## config.mk

```make
export PLATFORM = sky130hd
export DESIGN_NAME = inner_dot_mac_pipe
export DESIGN_NICKNAME = d
export VERILOG_FILES = /design/src/rtl/inner_dot_mac_pipe.sv
export SDC_FILE = /design/constraint.sdc
export NUM_CORES = 2
export LEC_CHECK = 0
export BUFFER_PORTS_ARGS = -buffer_cell sky130_fd_sc_hd__buf_2
export CAP_MARGIN = 40
export CORE_MARGIN = 4
export CORE_UTILIZATION = 61
export DETAILED_ROUTE_END_ITERATION = 10
export PLACE_DENSITY = 0.76
export SYNTH_ARGS = -nofsm -noshare
export SYNTH_HDL_FRONTEND = slang
export SYNTH_SLANG_ARGS = --single-unit
```

## constraint.sdc

```tcl
create_clock -name clk -period 13.8 [get_ports clk]
set_input_delay 1.38 -clock clk [delete_from_list [all_inputs] [get_ports clk]]
set_output_delay 1.38 -clock clk [all_outputs]
set_load 0.01 [all_outputs]
```

## src/rtl/inner_dot_mac_pipe.sv

```systemverilog
// Pipelined signed dot-product MAC: TAPS products per beat, registered adder tree,
// per-group accumulation and a rounded/shifted/saturated (optional ReLU) output.
module inner_dot_mac_pipe #(
  parameter int TAPS   = 9,
  parameter int DATA_W = 8,
  parameter int ACC_W  = 32,
  parameter int CH_W   = 8,
  parameter int OUT_W  = 8
) (
  input  logic                     clk,
  input  logic                     rst,
  input  logic [CH_W-1:0]          cfg_ch_num,
  input  logic [4:0]               cfg_shift,
  input  logic                     cfg_relu,
  input  logic                     in_valid,
  output logic                     in_ready,
  input  logic [TAPS*DATA_W-1:0]   in_data,
  input  logic [TAPS*DATA_W-1:0]   in_weight,
  output logic                     out_valid,
  input  logic                     out_ready,
  output logic [OUT_W-1:0]         out_data,
  output logic [ACC_W-1:0]         out_acc
);

  localparam int PROD_W = 2 * DATA_W;
  localparam logic signed [ACC_W:0] OUT_MAX = (ACC_W+1)'((64'sd1 <<< (OUT_W - 1)) - 64'sd1);
  localparam logic signed [ACC_W:0] OUT_MIN = ~OUT_MAX;

  logic en;
  logic accept;

  // group control
  logic [CH_W-1:0] cnt_q, cnt_d;
  logic [CH_W-1:0] ch_num_q, ch_num_d;
  logic [4:0]      shift_q, shift_d;
  logic            relu_q, relu_d;
  logic [CH_W-1:0] cfg_ch_eff;
  logic [CH_W-1:0] beat_ch;
  logic            beat_first, beat_last;
  logic [4:0]      beat_shift;
  logic            beat_relu;

  // stage 1
  logic signed [PROD_W-1:0] mul [TAPS];
  logic signed [PROD_W-1:0] prod_q [TAPS];
  logic signed [PROD_W-1:0] prod_d [TAPS];
  logic       s1_valid_q, s1_valid_d, s1_first_q, s1_first_d, s1_last_q, s1_last_d;
  logic [4:0] s1_shift_q, s1_shift_d;
  logic       s1_relu_q, s1_relu_d;

  // stage 2
  logic signed [ACC_W-1:0] tree_sum;
  logic signed [ACC_W-1:0] sum_q, sum_d;
  logic       s2_valid_q, s2_valid_d, s2_first_q, s2_first_d, s2_last_q, s2_last_d;
  logic [4:0] s2_shift_q, s2_shift_d;
  logic       s2_relu_q, s2_relu_d;

  // stage 3
  logic signed [ACC_W-1:0] acc_q, acc_d, acc_new;
  logic                    out_valid_q, out_valid_d;
  logic [OUT_W-1:0]        out_data_q, out_data_d;
  logic [ACC_W-1:0]        out_acc_q, out_acc_d;
  logic signed [ACC_W:0]   acc_ext, rnd, shifted, sat;

  assign en       = !(out_valid_q && !out_ready);
  assign in_ready = en && !rst;
  assign accept   = in_valid && in_ready;

  genvar gi;
  generate
    for (gi = 0; gi < TAPS; gi++) begin : g_mul
      logic signed [PROD_W-1:0] a_ext, b_ext;
      assign a_ext   = PROD_W'($signed(in_data[gi*DATA_W +: DATA_W]));
      assign b_ext   = PROD_W'($signed(in_weight[gi*DATA_W +: DATA_W]));
      assign mul[gi] = a_ext * b_ext;
    end
  endgenerate

  // The first beat of a group takes config straight from the ports; later beats use the latched copy.
  always_comb begin
    cfg_ch_eff = (cfg_ch_num == '0) ? CH_W'(1) : cfg_ch_num;
    beat_first = (cnt_q == '0);
    beat_ch    = beat_first ? cfg_ch_eff : ch_num_q;
    beat_shift = beat_first ? cfg_shift : shift_q;
    beat_relu  = beat_first ? cfg_relu : relu_q;
    beat_last  = (cnt_q == beat_ch - CH_W'(1));

    cnt_d    = cnt_q;
    ch_num_d = ch_num_q;
    shift_d  = shift_q;
    relu_d   = relu_q;
    if (accept) begin
      cnt_d = beat_last ? '0 : cnt_q + CH_W'(1);
      if (beat_first) begin
        ch_num_d = cfg_ch_eff;
        shift_d  = cfg_shift;
        relu_d   = cfg_relu;
      end
    end
  end

  always_comb begin
    prod_d     = prod_q;
    s1_valid_d = s1_valid_q;
    s1_first_d = s1_first_q;
    s1_last_d  = s1_last_q;
    s1_shift_d = s1_shift_q;
    s1_relu_d  = s1_relu_q;
    if (en) begin
      prod_d     = mul;
      s1_valid_d = accept;
      s1_first_d = beat_first;
      s1_last_d  = beat_last;
      s1_shift_d = beat_shift;
      s1_relu_d  = beat_relu;
    end
  end

  always_comb begin
    tree_sum = '0;
    for (int i = 0; i < TAPS; i++) begin
      tree_sum = tree_sum + ACC_W'(prod_q[i]);
    end
    sum_d      = sum_q;
    s2_valid_d = s2_valid_q;
    s2_first_d = s2_first_q;
    s2_last_d  = s2_last_q;
    s2_shift_d = s2_shift_q;
    s2_relu_d  = s2_relu_q;
    if (en) begin
      sum_d      = tree_sum;
      s2_valid_d = s1_valid_q;
      s2_first_d = s1_first_q;
      s2_last_d  = s1_last_q;
      s2_shift_d = s1_shift_q;
      s2_relu_d  = s1_relu_q;
    end
  end

  // Requant runs one bit wider than the accumulator so the rounding add cannot overflow.
  always_comb begin
    acc_new = s2_first_q ? sum_q : acc_q + sum_q;
    acc_ext = (ACC_W+1)'(acc_new);
    rnd     = (s2_shift_q != 5'd0) ? ((ACC_W+1)'(1) <<< (s2_shift_q - 5'd1)) : '0;
    shifted = (acc_ext + rnd) >>> s2_shift_q;
    if (shifted > OUT_MAX) begin
      sat = OUT_MAX;
    end else if (shifted < OUT_MIN) begin
      sat = OUT_MIN;
    end else begin
      sat = shifted;
    end
    if (s2_relu_q && sat < 0) begin
      sat = '0;
    end

    acc_d       = acc_q;
    out_data_d  = out_data_q;
    out_acc_d   = out_acc_q;
    out_valid_d = out_valid_q;
    if (out_valid_q && out_ready) begin
      out_valid_d = 1'b0;
    end
    if (en && s2_valid_q) begin
      acc_d = acc_new;
      if (s2_last_q) begin
        out_acc_d   = acc_new;
        out_data_d  = OUT_W'(sat);
        out_valid_d = 1'b1;
      end
    end
  end

  always_ff @(posedge clk or posedge rst) begin
    if (rst) begin
      cnt_q       <= '0;
      ch_num_q    <= CH_W'(1);
      shift_q     <= '0;
      relu_q      <= 1'b0;
      for (int i = 0; i < TAPS; i++) prod_q[i] <= '0;
      s1_valid_q  <= 1'b0;
      s1_first_q  <= 1'b0;
      s1_last_q   <= 1'b0;
      s1_shift_q  <= '0;
      s1_relu_q   <= 1'b0;
      sum_q       <= '0;
      s2_valid_q  <= 1'b0;
      s2_first_q  <= 1'b0;
      s2_last_q   <= 1'b0;
      s2_shift_q  <= '0;
      s2_relu_q   <= 1'b0;
      acc_q       <= '0;
      out_valid_q <= 1'b0;
      out_data_q  <= '0;
      out_acc_q   <= '0;
    end else begin
      cnt_q       <= cnt_d;
      ch_num_q    <= ch_num_d;
      shift_q     <= shift_d;
      relu_q      <= relu_d;
      prod_q      <= prod_d;
      s1_valid_q  <= s1_valid_d;
      s1_first_q  <= s1_first_d;
      s1_last_q   <= s1_last_d;
      s1_shift_q  <= s1_shift_d;
      s1_relu_q   <= s1_relu_d;
      sum_q       <= sum_d;
      s2_valid_q  <= s2_valid_d;
      s2_first_q  <= s2_first_d;
      s2_last_q   <= s2_last_d;
      s2_shift_q  <= s2_shift_d;
      s2_relu_q   <= s2_relu_d;
      acc_q       <= acc_d;
      out_valid_q <= out_valid_d;
      out_data_q  <= out_data_d;
      out_acc_q   <= out_acc_d;
    end
  end

  assign out_valid = out_valid_q;
  assign out_data  = out_data_q;
  assign out_acc   = out_acc_q;

endmodule

```

==> run summary <==
Antenna Nets Post-Route -> 0
First-pass GRT wire length -> 178000 um
Hold wc startpoint -> out_acc[18]
Final setup violation count -> 0
Tot GR Track Use -> 30.0%
Fin crit period -> 8.66 ns
Worst Hold End -> out_acc[18]
Sink Count -> 281
Setup Buffers After CTS -> 0
XOR/XNOR share of the synthesized area -> 4.08%
Startpoint Class -> flop
Max Cap Viol -> 0
Internal reg-to-reg setup slack -> 5.14 ns
Period utilisation layout -> 62.8%
Largest net degree at the start of global routing -> 93
CTS Buffer Depth -> 3
Initial antenna violation count -> 6
Final Hold Viols -> 0
Layout area overhead -> 7.59%
Routed length per instance -> 18.6 um
Post-synth EDFFs -> 0
Gpl congestion -> 0.947
Clock root cell -> clkbuf_16
Worst Path Required -> 14.27 ns
Hold path cells -> 2
Critical R2R Launch -> sum_q[0]
Most used cell, CP -> a21oi_1
Fmax -> 115 MHz
Drt drc -> 0
Overflow after GRT -> 0
Die W -> 271 um
Adder-cell area share of the yosys netlist -> 39.5%
Ys Warns -> 0
Sequential area share after synthesis -> 16.7%
Yosys top cell area share -> 29.1%
Clock slew at reported path FFs -> 0.06 ns
Hold_buf cts -> 0
CP max stage delay -> 0.73 ns
Clock Skew -> 0.0224 ns
Worst-path maximum fanout -> 7
Die height -> 271 um
Worst skew pair latency -> 0.56 ns
CP Class -> reg -> reg
Mapped Area -> 42100 sq um
Layout cells sized above 1 -> 7.58%
# rows -> 96
Flops & latches, synth -> 281
Final Max Tran Viols -> 0
TritonCTS clock tree -> yes
Vias in the first global route -> 34.2k
Drt first pass iters -> 6
Worst slew pin tran -> 0.946 ns
Initial detailed-routing violation count -> 2147
Die area -> 73200 sq um
Arr. time, crit path -> 9.13 ns
H-tree Lvls -> 2
Post-synthesis mux area share -> 2.32%
Vias -> 33.1k
Fin nets -> 5977
Avg Vias per Cell -> 5.73
TNS Setup -> 0 ns
Status -> finished clean
Largest area contributor in the netlist -> fa_1
Synth Area in Compound Gates -> 12.1%
CP max stage cell -> a2111oi_0
Synthesized Nets -> 5836
Max-slew headroom -> 36.1%
Hpwl dp -> 87000 um
Resized cells post-CTS -> 0
RSZ-0062 raised after global routing -> no
Syn_area_per_cell -> 8.93 sq um
Synth Area in Simple Gates -> 17.2%
Synth Flop Type -> dfrtp_1
CP Capture Type -> flop
Number of fill cells -> 5684
Core Box Area -> 68500 sq um
Cts bufs inserted -> 35
Total wire length -> 107000 um
FF-to-FF End -> out_data[6]
Hold Crit Class -> reg -> reg
Largest family of logic cells by synthesized area -> adder cells
Post-Syn Instances -> 4713
Reg2Reg Depth -> 35
Initial core utilization -> 61.4%
Port Buffer Count -> 203
Synth cell types -> 88
FFs w/ async S/R, synth -> 100%
Num ports -> 204
Top cells by area, synth -> fa_1 29%, dfrtp_1 17%, ha_1 10%, inv_1 6.8%, and2_1 5.3%
[sequential cells by signal (all words and copies together) (netlist names), 5 cells and up]
signal      cells
cnt_q           8
shift_q         5
prod_q        144
ch_num_q        8
out_acc        32
acc_q          32
s2_shift_q      5
s1_shift_q      5
out_data        8
sum_q          24
[logic make-up (layout without fill, tap and decap cells)]
| family | Yosys count | count (layout) |
|---|---|---|
| multiplexers | 79 | 79 |
| flip-flops | 281 | 281 |
| AO/OA/AOI/OAI | 810 | 810 |
| buffers and inverters | 891 | 1058 |
| XOR/XNOR | 196 | 196 |
| AND/OR/NAND/NOR | 1494 | 1494 |
| adder cells (fa/ha/maj) | 961 | 961 |
| other | 1 | 7 |
[layout by cell type, fill, tap and decap left out, types with 27 or more instances in the layout]
| master | count |
|---|---|
| a21o_1 | 49 |
| nand3_1 | 43 |
| nand2b_1 | 99 |
| inv_1 | 759 |
| and2_1 | 356 |
| a211oi_1 | 32 |
| ha_1 | 349 |
| buf_2 | 204 |
| nor2_1 | 264 |
| clkbuf_16 | 37 |
| mux2_2 | 27 |
| nor3_1 | 44 |
| nand2_1 | 566 |
| xor2_1 | 58 |
| fa_1 | 612 |
| o31ai_1 | 34 |
| o21a_1 | 43 |
| o21ai_0 | 226 |
| xnor2_1 | 138 |
| dfrtp_1 | 280 |
| a21oi_1 | 249 |
| mux2i_1 | 40 |
[cells in the mapped netlist, types with 97 or more instances]
library cell  count
inv_1           760
dfrtp_1         280
clkbuf_1         97
fa_1            612
ha_1            349
nand2b_1        100
and2_1          356
nand2_1         566
o21ai_0         226
xnor2_1         138
a21oi_1         249
nor2_1          264
[layer usage]
| layer | wire [um] | GRT usage (%) |
|---|---|---|
| met1 | 43200 | 38.8 |
| met4 | 5200 | 12.0 |
| met3 | 5290 | 3.52 |
| met5 | 0 | 0 |
| met2 | 53400 | 51.7 |
[metrics by stage]
step           worst slack, ns  area [sq um]  cells  hold WS (ns)  util (%)
2_1_floorplan             4.67         42100   4713         0.439         -
3_5_place_dp              5.33         43900   5699         0.458      64.1
5_1_grt                   4.30         45300   5768         0.488      66.1
3_3_place_gp              5.16         43800   5693         0.456      64.0
4_1_cts                   5.28         45200   5762         0.473      66.1
6_report                  5.14         45300   5768         0.467      66.1
[critical path: cells and delay by family (launching register included)]
family | cells | cell delay [ns]
fa+ha+maj | 4 | 0.95
buf+inv | 2 | 0.15
compound gates | 18 | 5.22
simple gates | 10 | 1.74
mux | 1 | 0.11
flops | 1 | 0.41
[final cells by class]
class | count | area, sq um | share of cell area [%]
sequential | 281 | 7030 | 15.5
clock inverter | 22 | 377 | 0.832
clock buffer | 41 | 951 | 2.10
tap | 882 | 1100 | 2.44
timing repair buffer | 231 | 1260 | 2.78
antenna | 6 | 15.0 | 0.0332
inverter | 764 | 2880 | 6.35
multi-input combinational | 3541 | 31600 | 69.9
[worst max path at each step]
stage | startpoint | end | slack (ns) | cells past startpoint
floorplan | rst | acc_q[0] | 4.67 | 1
CTS | sum_q[0] | out_data[6] | 5.28 | 35
finish | sum_q[0] | out_data[6] | 5.14 | 35
global placement | sum_q[0] | out_data[2] | 5.16 | 35
global route | sum_q[0] | out_data[6] | 4.30 | 35
detailed placement | sum_q[0] | out_data[6] | 5.33 | 35
Power is not shown: default switching activity piles up to over one toggle a cycle in this logic, so the estimate is an artifact.
